<file path="config.mk">
export PLATFORM = sky130hd
export DESIGN_NAME = data_memory_arbiter
export DESIGN_NICKNAME = d
export VERILOG_FILES = /design/src/rtl/data_memory_arbiter.sv
export SDC_FILE = /design/constraint.sdc
export NUM_CORES = 1
export LEC_CHECK = 0
export BUFFER_PORTS_ARGS = -buffer_cell sky130_fd_sc_hd__buf_2
export CORE_AREA = 3 3 127 129
export DETAILED_ROUTE_END_ITERATION = 10
export DIE_AREA = 0 0 130 132
export GPL_ROUTABILITY_DRIVEN = 0
export PLACE_DENSITY = 0.83
export SYNTH_ARGS = -nofsm -noshare
export SYNTH_HDL_FRONTEND = slang
export SYNTH_SLANG_ARGS = --single-unit
</file>
<file path="constraint.sdc">
create_clock -name clk -period 6 [get_ports clk]
set_clock_uncertainty 0.15 [all_clocks]
set_input_delay 0.6 -clock clk [delete_from_list [all_inputs] [get_ports clk]]
set_output_delay 0.6 -clock clk [all_outputs]
set_load 0.01 [all_outputs]
</file>
<file path="src/rtl/data_memory_arbiter.sv">
// Round-robin arbiter that shares one single-port data RAM between the CPU load/store
// path and a debug/loader port, with address checking, per-port counters and a CPU stall.
module data_memory_arbiter #(
  parameter logic [31:0] ADDR_LIMIT = 32'h0000_0100,
  parameter int          DATA_WIDTH = 32
) (
  input  logic                  clk,
  input  logic                  reset,

  input  logic                  cpu_req,
  input  logic                  cpu_we,
  input  logic [31:0]           cpu_addr,
  input  logic [DATA_WIDTH-1:0] cpu_wdata,
  output logic [DATA_WIDTH-1:0] cpu_rdata,
  output logic                  cpu_ack,
  output logic                  cpu_err,
  output logic                  cpu_stall,

  input  logic                  dbg_req,
  input  logic                  dbg_we,
  input  logic [31:0]           dbg_addr,
  input  logic [DATA_WIDTH-1:0] dbg_wdata,
  output logic [DATA_WIDTH-1:0] dbg_rdata,
  output logic                  dbg_ack,
  output logic                  dbg_err,

  output logic [31:0]           mem_addr,
  output logic [DATA_WIDTH-1:0] mem_wdata,
  output logic                  mem_we,
  output logic                  mem_re,
  input  logic [DATA_WIDTH-1:0] mem_rdata,

  output logic [15:0]           cpu_count,
  output logic [15:0]           dbg_count
);

  typedef enum logic [1:0] {
    IDLE    = 2'd0,
    ACC_CPU = 2'd1,
    ACC_DBG = 2'd2
  } state_e;

  typedef enum logic {
    GNT_CPU = 1'b0,
    GNT_DBG = 1'b1
  } grant_e;

  state_e                state_q, state_d;
  grant_e                last_grant_q, last_grant_d;
  logic [DATA_WIDTH-1:0] cpu_hold_q, dbg_hold_q;
  logic [15:0]           cpu_cnt_q, dbg_cnt_q;

  logic in_cpu, in_dbg;
  logic cpu_bad, dbg_bad;
  logic cpu_ok, dbg_ok;

  function automatic logic addr_bad(input logic [31:0] addr);
    return (addr[1:0] != 2'b00) || (addr >= ADDR_LIMIT);
  endfunction

  assign in_cpu  = (state_q == ACC_CPU);
  assign in_dbg  = (state_q == ACC_DBG);
  assign cpu_bad = addr_bad(cpu_addr);
  assign dbg_bad = addr_bad(dbg_addr);
  assign cpu_ok  = in_cpu & ~cpu_bad;
  assign dbg_ok  = in_dbg & ~dbg_bad;

  // Every access state falls back to IDLE, which guarantees the idle cycle between grants.
  always_comb begin
    // NOTE: every signal gets a default first so no path leaves it unassigned (no latch).
    state_d      = IDLE;
    last_grant_d = last_grant_q;
    if (state_q == IDLE) begin
      if (cpu_req && (!dbg_req || last_grant_q == GNT_DBG)) begin
        state_d      = ACC_CPU;
        last_grant_d = GNT_CPU;
      end else if (dbg_req) begin
        state_d      = ACC_DBG;
        last_grant_d = GNT_DBG;
      end
    end
  end

  // NOTE: state uses non-blocking assignments only; blocking here would race with readers.
  always_ff @(posedge clk or negedge reset) begin
    if (!reset) begin
      // NOTE: the read-hold registers are plain flops, not RAM, so they are reset with the rest.
      state_q      <= IDLE;
      last_grant_q <= GNT_DBG;
      cpu_hold_q   <= '0;
      dbg_hold_q   <= '0;
      cpu_cnt_q    <= '0;
      dbg_cnt_q    <= '0;
    end else begin
      state_q      <= state_d;
      last_grant_q <= last_grant_d;
      if (cpu_ok) begin
        if (!cpu_we) cpu_hold_q <= mem_rdata;
        if (cpu_cnt_q != 16'hFFFF) cpu_cnt_q <= cpu_cnt_q + 16'd1;
      end
      if (dbg_ok) begin
        if (!dbg_we) dbg_hold_q <= mem_rdata;
        if (dbg_cnt_q != 16'hFFFF) dbg_cnt_q <= dbg_cnt_q + 16'd1;
      end
    end
  end

  // RAM side: a rejected address still drives mem_addr but never enables the RAM.
  always_comb begin
    mem_addr  = '0;
    mem_wdata = '0;
    mem_we    = 1'b0;
    mem_re    = 1'b0;
    unique case (state_q)
      ACC_CPU: begin
        mem_addr  = cpu_addr;
        mem_wdata = cpu_wdata;
        mem_we    = cpu_we & ~cpu_bad;
        mem_re    = ~cpu_we & ~cpu_bad;
      end
      ACC_DBG: begin
        mem_addr  = dbg_addr;
        mem_wdata = dbg_wdata;
        mem_we    = dbg_we & ~dbg_bad;
        mem_re    = ~dbg_we & ~dbg_bad;
      end
      default: ;
    endcase
  end

  assign cpu_ack   = in_cpu;
  assign cpu_err   = in_cpu & cpu_bad;
  assign cpu_rdata = in_cpu ? (cpu_bad ? '0 : mem_rdata) : cpu_hold_q;
  assign cpu_stall = cpu_req & ~cpu_ack;

  assign dbg_ack   = in_dbg;
  assign dbg_err   = in_dbg & dbg_bad;
  assign dbg_rdata = in_dbg ? (dbg_bad ? '0 : mem_rdata) : dbg_hold_q;

  assign cpu_count = cpu_cnt_q;
  assign dbg_count = dbg_cnt_q;

endmodule

</file>
==> out/results.ini <==
[run_status]
status = complete, no violations

[logic_synthesis]
synth_enable_flop_cells = 0
async_flop_share = 1.00
synth_cell_types = 41
seq_area_frac_synth = 0.391
synth_area_um2 = 6330
synth_seq_cells = 99
synth_top_flop_cell = dfrtp_1
synth_cells = 774
yosysWarnings = 0
synth.avg_cell_area_um2 = 8.18
syn_nets = 945

[floorplanning]
die-area_um2 = 17200
io_pins = 333
coreArea_um2 = 15100
die_x_um = 130
fp-row-count = 45
start_util = 0.418
die_h_um = 132

[route]
drtIter0Drc = 476
drt.antenna.violating_nets = 0
wl_um = 22300
first_pass_iters = 5
drt_drc_violations_left = 0
num_vias = 6883
via_per_inst = 5.46
post_drt_wl_per_cell_um = 17.7

[clocking]
clkSlewWorstSetupHoldPaths_ns = 0.07
cts_sinks = 99
htreeDepth = 3
postCtsSetupRepairBufs = 0
cts_buffers = 9
worstSkewPairLatency_ns = 0.35
cts_root_buf = clkbuf_16
ctsLongestPathBuffers = 2
cts_tree = done
ctsResizeCount = 0
hold_buffers = 0

[sta]
min_period_ns = 3.48
finalSetupViolCount = 0
finalSetupTns_ns = 0
relSlewSlack = 0.362
hold_viol = 0
rsz0062_at_grt = false
holdWs_ns = 0.0554
report.final.slew_viol_count = 0
fmax_mhz = 287
period_share = 0.581
worst_pin_slew_ns = 0.957

[final_layout]
stdcell_count = 1260
layout.nets = 1237
multi_input_area_um2 = 3330
fillCellCount = 1454
seqCellArea_um2 = 2480
final_layout_size_suffix_gt1_frac = 0.373
mostFrequentLayoutCell = buf_2
area_delta_synth_final_pct = 31.7
final_cell_mix = buf_2, dfrtp_1, nand3_1

[critical_path]
worstPathArrival_ns = 2.73
cpLargestDelayFamily = buffers and inverters
path_max_fanout = 85
startpoint_type = flip-flop
path_buf_inv = 3
crit_path_end_kind = output port
cp.required_ns = 5.25
crit_type = reg -> out
worstPathCellList = inv_1 > ha_4 > buf_4 > a22oi_1 > nor2b_1 > buf_2
critPathMaxStageDelay_ns = 0.73
crit_path_top_delay_cell = ha_4

[worst_hold_path]
hold_path.class = in -> async

[pwr]
power_density_nw_per_um2 = 253
peakVddDrop_v = 0.000204
p_leak_nw = 3.92
power.total_mw = 2.11

[placed_design]
portBuffers = 332
dp_hpwl_um = 16400
numPlacedInstances = 1243

[grt]
antenna_found_initial = 1
grt.total_usage = 0.249
grt_pass1_wl_um = 33900
grt_pass1_vias = 6366
grt_start_max_net_pins = 90
grt_overflow = 0

[flow_run]
drv_cap = 0

==> logic make-up (layout without fill, tap and decap cells) <==
| logic type | Yosys count | count (layout) | synth area share |
|---|---|---|---|
| AOI/OAI and AO/OA | 198 | 198 | 0.200 |
| xor gates and xnor gates | 27 | 27 | 0.0373 |
| adders and majority gates | 5 | 5 | 0.00988 |
| buffers and inverters | 130 | 427 | 0.0877 |
| DFF | 99 | 99 | 0.391 |
| muxes | 5 | 5 | 0.00889 |
| other | 0 | 1 | 0 |
| and+or+nand+nor | 310 | 310 | 0.265 |
==> cell type report <==
class                   count  share of cell area
clock buffers              13              0.0300
repair buffers            341               0.208
well taps                 188              0.0282
clock inverters             3             0.00555
flip-flops and latches     99               0.297
multi-input cells         545               0.400
diodes                      1            0.000300
inverters                  70              0.0315
==> state kept, by name (all words and copies together) (netlist names) <==
signal	cells
dbg_hold_q	32
cpu_hold_q	32
dbg_count	16
cpu_count	16
last_grant_q	1
state_q	2
==> layer usage <==
| layer | track usage | share of wire |
|---|---|---|
| met1 | 0.327 | 0.41 |
| met2 | 0.411 | 0.49 |
| met3 | 0.0466 | 0.071 |
| met4 | 0.0872 | 0.025 |
| met5 | 0 | 0 |
==> stage by stage <==
| step | cell area [um2] | setup slack (ns) | util |
|---|---|---|---|
| global route | 8340 | 2.31 | 0.551 |
| global placement | 8040 | 2.66 | 0.531 |
| floorplan | 6330 | 3.26 | - |
| finish | 8340 | 2.52 | 0.551 |
| detailed placement | 8040 | 2.66 | 0.531 |
| CTS | 8340 | 2.50 | 0.550 |
==> power breakdown <==
part | internal (mW) | switching [mW] | leakage [nW] | total, mW
registers | 0.676 | 0.00665 | 1.04 | 0.683
clock network | 0.337 | 0.251 | 0.140 | 0.588
logic | 0.340 | 0.498 | 2.74 | 0.839
==> synth_stat cells (3+ instances only) <==
master	instances	area [um2]
nor4_1	9	56.3
buf_2	12	60.1
buf_6	6	67.6
mux2_2	4	45.0
clkbuf_1	34	128
nor3_1	9	45.0
inv_1	70	263
buf_1	6	22.5
nand2_1	80	300
nand3_1	84	420
nor2b_1	67	419
and3_1	5	31.3
nand4_1	23	144
o21ai_1	42	210
xnor2_1	25	219
ha_1	5	62.6
nor4_2	3	37.5
dfrtp_1	98	2450
nor3b_1	4	30.0
a22oi_1	64	480
o21ai_0	59	295
o21ai_2	28	245
nor2_1	12	45.0
==> final timing paths <==
check	from	end	slack [ns]	cells after the start
max	state_q[0]	mem_wdata[1]	2.52	6
min	reset	dbg_hold_q[29]	0.06	1
max reg2reg	state_q[1]	cpu_count[12]	3.07	7
min reg2reg	cpu_count[5]	cpu_count[5]	0.36	1
max in group asynchronous	reset	dbg_count[10]	4.47	2
min in group clk	dbg_req	state_q[0]	0.29	2
(Power assumes the default switching activity.)
